$ cat config.mk
export PLATFORM = sky130hd
export DESIGN_NAME = btn_conditioner
export DESIGN_NICKNAME = d
export VERILOG_FILES = /design/src/rtl/btn_pkg.sv /design/src/rtl/btn_channel.sv /design/src/rtl/btn_conditioner.sv
export SDC_FILE = /design/constraint.sdc
export NUM_CORES = 1
export LEC_CHECK = 0
export CELL_PAD_IN_SITES_DETAIL_PLACEMENT = 1
export CELL_PAD_IN_SITES_GLOBAL_PLACEMENT = 1
export CORE_MARGIN = 4
export CORE_UTILIZATION = 48
export DETAILED_ROUTE_END_ITERATION = 8
export PLACE_DENSITY = 0.83
export SETUP_SLACK_MARGIN = 0.2
export SLEW_MARGIN = 20
export SYNTH_ARGS = -nofsm -noshare
export SYNTH_HDL_FRONTEND = slang
export SYNTH_SLANG_ARGS = --single-unit
$ cat constraint.sdc
create_clock -name clk -period 5.86 [get_ports clk]
set_input_delay 1.172 -clock clk [delete_from_list [all_inputs] [get_ports clk]]
set_output_delay 1.172 -clock clk [all_outputs]
set_load 0.005 [all_outputs]
$ cat src/rtl/btn_pkg.sv
// Shared types, default configuration and width helpers for the button conditioner.
package btn_pkg;

    typedef enum logic [1:0] {
        IDLE   = 2'd0,
        DELAY  = 2'd1,
        REPEAT = 2'd2
    } rep_state_t;

    localparam int          DEF_N_BUTTONS    = 32'sd3;
    localparam int          DEF_PRESCALE     = 32'sd25000;
    localparam int          DEF_STABLE_TICKS = 32'sd20;
    localparam int          DEF_REPEAT_DELAY = 32'sd400;
    localparam int          DEF_REPEAT_RATE  = 32'sd100;
    localparam logic [31:0] DEF_REPEAT_MASK  = 32'h0000_0006;

    // Bits needed to hold 0..max_val; never narrower than one bit.
    function automatic int CNT_W(input int max_val);
        if (max_val < 32'sd1) begin
            return 32'sd1;
        end else begin
            return $clog2(max_val + 32'sd1);
        end
    endfunction

    function automatic int max2(input int a, input int b);
        if (a > b) begin
            return a;
        end else begin
            return b;
        end
    endfunction

endpackage

$ cat src/rtl/btn_channel.sv
// One button channel: synchroniser, tick-based debounce, pulse registers and,
// when BTN_AUTOREPEAT_EN is defined, the hold-to-repeat FSM.
module btn_channel
    import btn_pkg::*;
#(
    parameter int STABLE_TICKS = DEF_STABLE_TICKS,
    parameter int REPEAT_DELAY = DEF_REPEAT_DELAY,
    parameter int REPEAT_RATE  = DEF_REPEAT_RATE,
    parameter bit REPEAT_EN    = 1'b0
) (
    input  logic clk,
    input  logic rst,
    input  logic e_debug,
    input  logic tick,
    input  logic btn_in,
    output logic level,
    output logic press,
    output logic release_pulse
);

    localparam int            DB_W    = CNT_W(STABLE_TICKS);
    localparam logic [DB_W-1:0] DB_LAST = DB_W'(STABLE_TICKS - 32'sd1);

    logic            sync1_r;
    logic            sync_r;
    logic            level_r;
    logic            press_r;
    logic            release_r;
    logic [DB_W-1:0] db_cnt_r;
    logic [DB_W-1:0] db_cnt_nxt_s;
    logic            level_nxt_s;
    logic            rise_s;
    logic            fall_s;
    logic            rep_fire_s;

    // Two-flop synchroniser for the asynchronous pin
    always_ff @(posedge clk) begin
        if (rst) begin
            sync1_r <= 1'b0;
            sync_r  <= 1'b0;
        end else begin
            sync1_r <= btn_in;
            sync_r  <= sync1_r;
        end
    end

    // Debounce decision; bypass copies the synchronised level straight through
    always_comb begin
        level_nxt_s  = level_r;
        db_cnt_nxt_s = db_cnt_r;
        rise_s       = 1'b0;
        fall_s       = 1'b0;
        if (e_debug) begin
            level_nxt_s  = sync_r;
            db_cnt_nxt_s = '0;
            rise_s       = sync_r & ~level_r;
            fall_s       = ~sync_r & level_r;
        end else if (sync_r == level_r) begin
            db_cnt_nxt_s = '0;
        end else if (tick) begin
            if (db_cnt_r == DB_LAST) begin
                level_nxt_s  = ~level_r;
                db_cnt_nxt_s = '0;
                rise_s       = ~level_r;
                fall_s       = level_r;
            end else begin
                db_cnt_nxt_s = db_cnt_r + DB_W'(1);
            end
        end else begin
            db_cnt_nxt_s = db_cnt_r;
        end
    end

`ifdef BTN_AUTOREPEAT_EN
    localparam int              RP_W       = CNT_W(max2(REPEAT_DELAY, REPEAT_RATE));
    localparam logic [RP_W-1:0] DELAY_LAST = RP_W'(REPEAT_DELAY - 32'sd1);
    localparam logic [RP_W-1:0] RATE_LAST  = RP_W'(REPEAT_RATE - 32'sd1);

    rep_state_t      state_r;
    rep_state_t      state_nxt_s;
    logic [RP_W-1:0] rp_cnt_r;
    logic [RP_W-1:0] rp_cnt_nxt_s;

    // Repeat FSM state and tick counter
    always_ff @(posedge clk) begin
        if (rst) begin
            state_r  <= IDLE;
            rp_cnt_r <= '0;
        end else begin
            state_r  <= state_nxt_s;
            rp_cnt_r <= rp_cnt_nxt_s;
        end
    end

    // A debounced fall always wins over a repeat due on the same tick
    always_comb begin
        state_nxt_s  = state_r;
        rp_cnt_nxt_s = rp_cnt_r;
        rep_fire_s   = 1'b0;
        if (!REPEAT_EN || e_debug || fall_s) begin
            state_nxt_s  = IDLE;
            rp_cnt_nxt_s = '0;
        end else begin
            case (state_r)
                IDLE: begin
                    if (rise_s) begin
                        state_nxt_s  = DELAY;
                        rp_cnt_nxt_s = '0;
                    end else begin
                        state_nxt_s = IDLE;
                    end
                end
                DELAY: begin
                    if (tick && (rp_cnt_r == DELAY_LAST)) begin
                        rep_fire_s   = 1'b1;
                        rp_cnt_nxt_s = '0;
                        state_nxt_s  = REPEAT;
                    end else if (tick) begin
                        rp_cnt_nxt_s = rp_cnt_r + RP_W'(1);
                    end else begin
                        rp_cnt_nxt_s = rp_cnt_r;
                    end
                end
                REPEAT: begin
                    if (tick && (rp_cnt_r == RATE_LAST)) begin
                        rep_fire_s   = 1'b1;
                        rp_cnt_nxt_s = '0;
                    end else if (tick) begin
                        rp_cnt_nxt_s = rp_cnt_r + RP_W'(1);
                    end else begin
                        rp_cnt_nxt_s = rp_cnt_r;
                    end
                end
                default: begin
                    state_nxt_s  = IDLE;
                    rp_cnt_nxt_s = '0;
                end
            endcase
        end
    end
`else
    logic unused_repeat_cfg_s;
    assign unused_repeat_cfg_s = ^{REPEAT_DELAY[0], REPEAT_RATE[0], REPEAT_EN};
    assign rep_fire_s          = 1'b0;
`endif

    // Level, counter and single-cycle pulse registers
    always_ff @(posedge clk) begin
        if (rst) begin
            level_r   <= 1'b0;
            press_r   <= 1'b0;
            release_r <= 1'b0;
            db_cnt_r  <= '0;
        end else begin
            level_r   <= level_nxt_s;
            press_r   <= rise_s | rep_fire_s;
            release_r <= fall_s;
            db_cnt_r  <= db_cnt_nxt_s;
        end
    end

    assign level         = level_r;
    assign press         = press_r;
    assign release_pulse = release_r;

endmodule

$ cat src/rtl/btn_conditioner.sv
// N-channel push-button conditioner with a shared tick prescaler.
// Hold-to-repeat is built only when BTN_AUTOREPEAT_EN is defined.
module btn_conditioner
    import btn_pkg::*;
#(
    parameter int                   N_BUTTONS    = DEF_N_BUTTONS,
    parameter int                   PRESCALE     = DEF_PRESCALE,
    parameter int                   STABLE_TICKS = DEF_STABLE_TICKS,
    parameter int                   REPEAT_DELAY = DEF_REPEAT_DELAY,
    parameter int                   REPEAT_RATE  = DEF_REPEAT_RATE,
    parameter logic [N_BUTTONS-1:0] REPEAT_MASK  = N_BUTTONS'(DEF_REPEAT_MASK)
) (
    input  logic                 clk,
    input  logic                 rst,
    input  logic                 e_debug,
    input  logic [N_BUTTONS-1:0] btns_in,
    output logic [N_BUTTONS-1:0] btns_level,
    output logic [N_BUTTONS-1:0] btns_press,
    output logic [N_BUTTONS-1:0] btns_release
);

    localparam int              PS_W    = CNT_W(PRESCALE - 32'sd1);
    localparam logic [PS_W-1:0] PS_LAST = PS_W'(PRESCALE - 32'sd1);

    logic [PS_W-1:0] pre_cnt_r;
    logic            tick_s;

    assign tick_s = (pre_cnt_r == PS_LAST);

    // Free-running prescaler; keeps counting in debug bypass
    always_ff @(posedge clk) begin
        if (rst) begin
            pre_cnt_r <= '0;
        end else if (tick_s) begin
            pre_cnt_r <= '0;
        end else begin
            pre_cnt_r <= pre_cnt_r + PS_W'(1);
        end
    end

    for (genvar i = 0; i < N_BUTTONS; i++) begin : g_ch
        btn_channel #(
            .STABLE_TICKS (STABLE_TICKS),
            .REPEAT_DELAY (REPEAT_DELAY),
            .REPEAT_RATE  (REPEAT_RATE),
            .REPEAT_EN    (REPEAT_MASK[i])
        ) u_ch (
            .clk           (clk),
            .rst           (rst),
            .e_debug       (e_debug),
            .tick          (tick_s),
            .btn_in        (btns_in[i]),
            .level         (btns_level[i]),
            .press         (btns_press[i]),
            .release_pulse (btns_release[i])
        );
    end

endmodule

==> impl_metrics.ini <==
[setup_path]
criticalPathCategory = input pin to flop
cp_data_required_time_ns = 6.02
cp-start-kind = input pin
crit_family = buffers and inverters
crit_path_end_kind = flop
arrival_ns = 2.79
critPathSlowestCell = clkdlybuf4s50_1
cp_max_fo = 21
reg2reg_slack_ns = 3.44
r2r_cells = 4
regToRegStartpoint = pre_cnt_r[5]
cp_num_buf_inv = 1
cpPeakStageDelay_ns = 0.95
worst-path-stages = 3
r2r_end = pre_cnt_r[11]
path_cells = clkdlybuf4s50_1, nand2b_1, nor2_1

[global_routing]
grt_pass1_wl_mm = 7.238
grt_max_degree = 22
grt_pass1_vias = 1599
grt_overflow = 0
antenna_found_initial = 0
grt.total_usage = 0.1664

[clocking]
clk-insertion-delay-late_ns = 0.30
ctsResizeCount = 0
cts.hold.buffers_added = 0
cts_num_sinks = 45
clk_pin_slew_ns = 0.08
post-cts-setup-buffers = 0
root_buffer = clkbuf_8
htree_levels = 2
cts_made_buffers = 5
cts_buffer_depth = 2
tritoncts = built

[synth]
syn-num-nets = 266
synth_flop_cell = dfxtp_1
syn_avg_cell_area_um2 = 8.753
synth-simple-area-share = 0.3065
syn_inst = 250
yosysUniqueCellTypes = 37
ys_seq_area_frac = 0.4117
yosys-mux-area-fraction = 0.02287
ys_seq_elements = 45
synth_top_family_by_area = simple AND/OR/NAND/NOR gates
synth-xor-area-share = 0.05203
synthAdderAreaFrac = 0.05718
async_reset_ff_frac = 0
synth_area_um2 = 2188
yosysWarnings = 0
synth_edf_count = 0
synth_compound_area_frac = 0.08233

[finish]
drive_gt1_frac = 0.04348
area_growth_pct = 8.977
n_antenna_cell = 0
layout.nets = 268
fillCellCount = 530
design_area_um2 = 2385

[floorplanning]
design.core.area_um2 = 4384
dieArea_um2 = 5703
io_pins = 15
die_h_um = 75.52
initial_core_util = 0.4991
fp-row-count = 24
die_width_um = 75.52

[power]
power_leakage_nw = 0.7966
p_sw_frac = 0.2209
pwr-share-seq = 0.570
pwr-share-clk = 0.379
ir_drop_mv = 0.1138
p_int_uw = 431.2
totalPowerFinal_uw = 553.4
combPwrFrac = 0.051
switching_power_uw = 122.2
power_density_nw_per_um2 = 232.1

[timing]
setup_tns_ns = 0
grt_setup_unrepaired = no
final-hold-violation-count = 0
fin_ws_ns = 3.236
final.period_utilization = 0.4477
slew_violations = 0
finalClockSkew_ns = 0.008212
max_freq_ghz = 0.3811
setup_violations = 0
worst_pin_slew_ns = 0.7804
timing.hold.ws_ns = 0.4502
relSlewSlack = 0.4750
period_minus_slack_ns = 2.624

[job]
maxCapViolations = 0

[routing]
wirelength_mm = 4.577
drc = 0
via_per_inst = 5.636
vias = 1719
routedWlPerCell_um = 15.01
postRouteAntennaNets = 0
dr.pass1.iters = 4
drt-initial-drc-count = 78

[placed_design]
gp_congestion = 0.7949
dp_slack_ns = 2.873
postPlaceCellArea_um2 = 2283
place_hpwl_mm = 3.252
io_buffers = 14

[status]
status = complete, no violations

[worst_hold_path]
min_to = g_ch[0].u_ch.sync_r
min_from = g_ch[0].u_ch.sync1_r
hp-class = flop to flop
holdPathStages = 1
-- area by class of cell --
cell class | count | area [um^2] | area share
clock buffers | 7 | 96.34 | 0.04040
clock inverters | 1 | 5.005 | 0.002099
inverters | 8 | 30.03 | 0.01259
multi-input cells | 177 | 1140 | 0.4780
flip-flops and latches | 45 | 900.9 | 0.3778
well taps | 52 | 65.06 | 0.02728
repair buffers | 15 | 147.6 | 0.06191
-- state kept, by name (all words and copies together), names as in the netlist --
name,flops
g_ch.u_ch.db_cnt_r,15
g_ch.u_ch.level,3
g_ch.u_ch.press,3
g_ch.u_ch.release_pulse,3
g_ch.u_ch.sync1_r,3
g_ch.u_ch.sync_r,3
pre_cnt_r,15
-- Yosys cell counts (2+ instances only) --
| cell type | number | area share |
|---|---|---|
| mux2i_1 | 5 | 0.023 |
| clkbuf_1 | 5 | 0.0086 |
| nor2_1 | 23 | 0.039 |
| and4_1 | 4 | 0.016 |
| or4_1 | 2 | 0.0069 |
| nor4_1 | 3 | 0.0086 |
| nor4bb_1 | 2 | 0.0091 |
| nor2b_1 | 10 | 0.029 |
| a21oi_1 | 15 | 0.034 |
| nand2_1 | 22 | 0.038 |
| xor2_1 | 12 | 0.048 |
| or4b_1 | 2 | 0.0091 |
| buf_4 | 10 | 0.034 |
| a21o_1 | 6 | 0.021 |
| nand4b_1 | 2 | 0.0080 |
| o21ai_0 | 3 | 0.0069 |
| buf_2 | 4 | 0.0091 |
| inv_1 | 7 | 0.012 |
| a31oi_1 | 6 | 0.017 |
| ha_1 | 10 | 0.057 |
| or3_1 | 8 | 0.023 |
| nand4_1 | 12 | 0.034 |
| nand3_1 | 14 | 0.032 |
| dfxtp_1 | 45 | 0.41 |
| nand3b_1 | 6 | 0.021 |
-- worst max path at each step --
| stage | end | start |
|---|---|---|
| after floorplan | g_ch[0].u_ch.db_cnt_r[0] | pre_cnt_r[5] |
| after global placement | pre_cnt_r[14] | rst |
| after detailed placement | pre_cnt_r[4] | rst |
| after CTS | pre_cnt_r[4] | rst |
| after global routing | pre_cnt_r[4] | rst |
| final | pre_cnt_r[11] | rst |
-- power by group through the flow --
stage	logic, mW	clock network (mW)	registers, mW
6_report	0.0284	0.210	0.315
2_1_floorplan	0.0198	0	0.321
5_1_grt	0.0319	0.230	0.316
4_1_cts	0.0289	0.218	0.315
3_3_place_gp	0.0279	0	0.322
3_5_place_dp	0.0286	0	0.323
-- logic make-up after synthesis --
family	Yosys count
mux	5
buf+inv	28
compound gates	31
simple gates	118
xor+xnor	13
fa+ha+maj	10
flops	45
-- per-stage QoR --
stage / instances / utilization
finish: 305 / 0.5440
global placement: 297 / 0.5208
global route: 305 / 0.5440
CTS: 305 / 0.5440
detailed placement: 297 / 0.5208
floorplan: 250 / -
-- routing by layer --
| layer | part of all wire | vias up | wire length, um | track usage |
|---|---|---|---|---|
| met5 | 0 | - | 0 | 0 |
| met4 | 0.018 | 0 | 81 | 0.07379 |
| met3 | 0.018 | 8 | 81 | 0.03562 |
| met2 | 0.47 | 10 | 2143 | 0.2522 |
| met1 | 0.50 | 826 | 2271 | 0.2273 |
| li1 | - | 875 | - | - |
-- layout by cell type, fill, tap and decap left out, types with 6 or more instances in the layout --
| cell | count |
|---|---|
| dfxtp_1 | 45 |
| nor2_1 | 23 |
| nand2_1 | 22 |
| a21oi_1 | 15 |
| nand3_1 | 14 |
| clkdlybuf4s50_1 | 14 |
| nand4_1 | 12 |
| xor2_1 | 12 |
| nor2b_1 | 10 |
| ha_1 | 10 |
| or3_1 | 8 |
| inv_1 | 7 |
| clkbuf_8 | 7 |
| nand3b_1 | 6 |
| a31oi_1 | 6 |
| a21o_1 | 6 |
(Power assumes the default switching activity.)
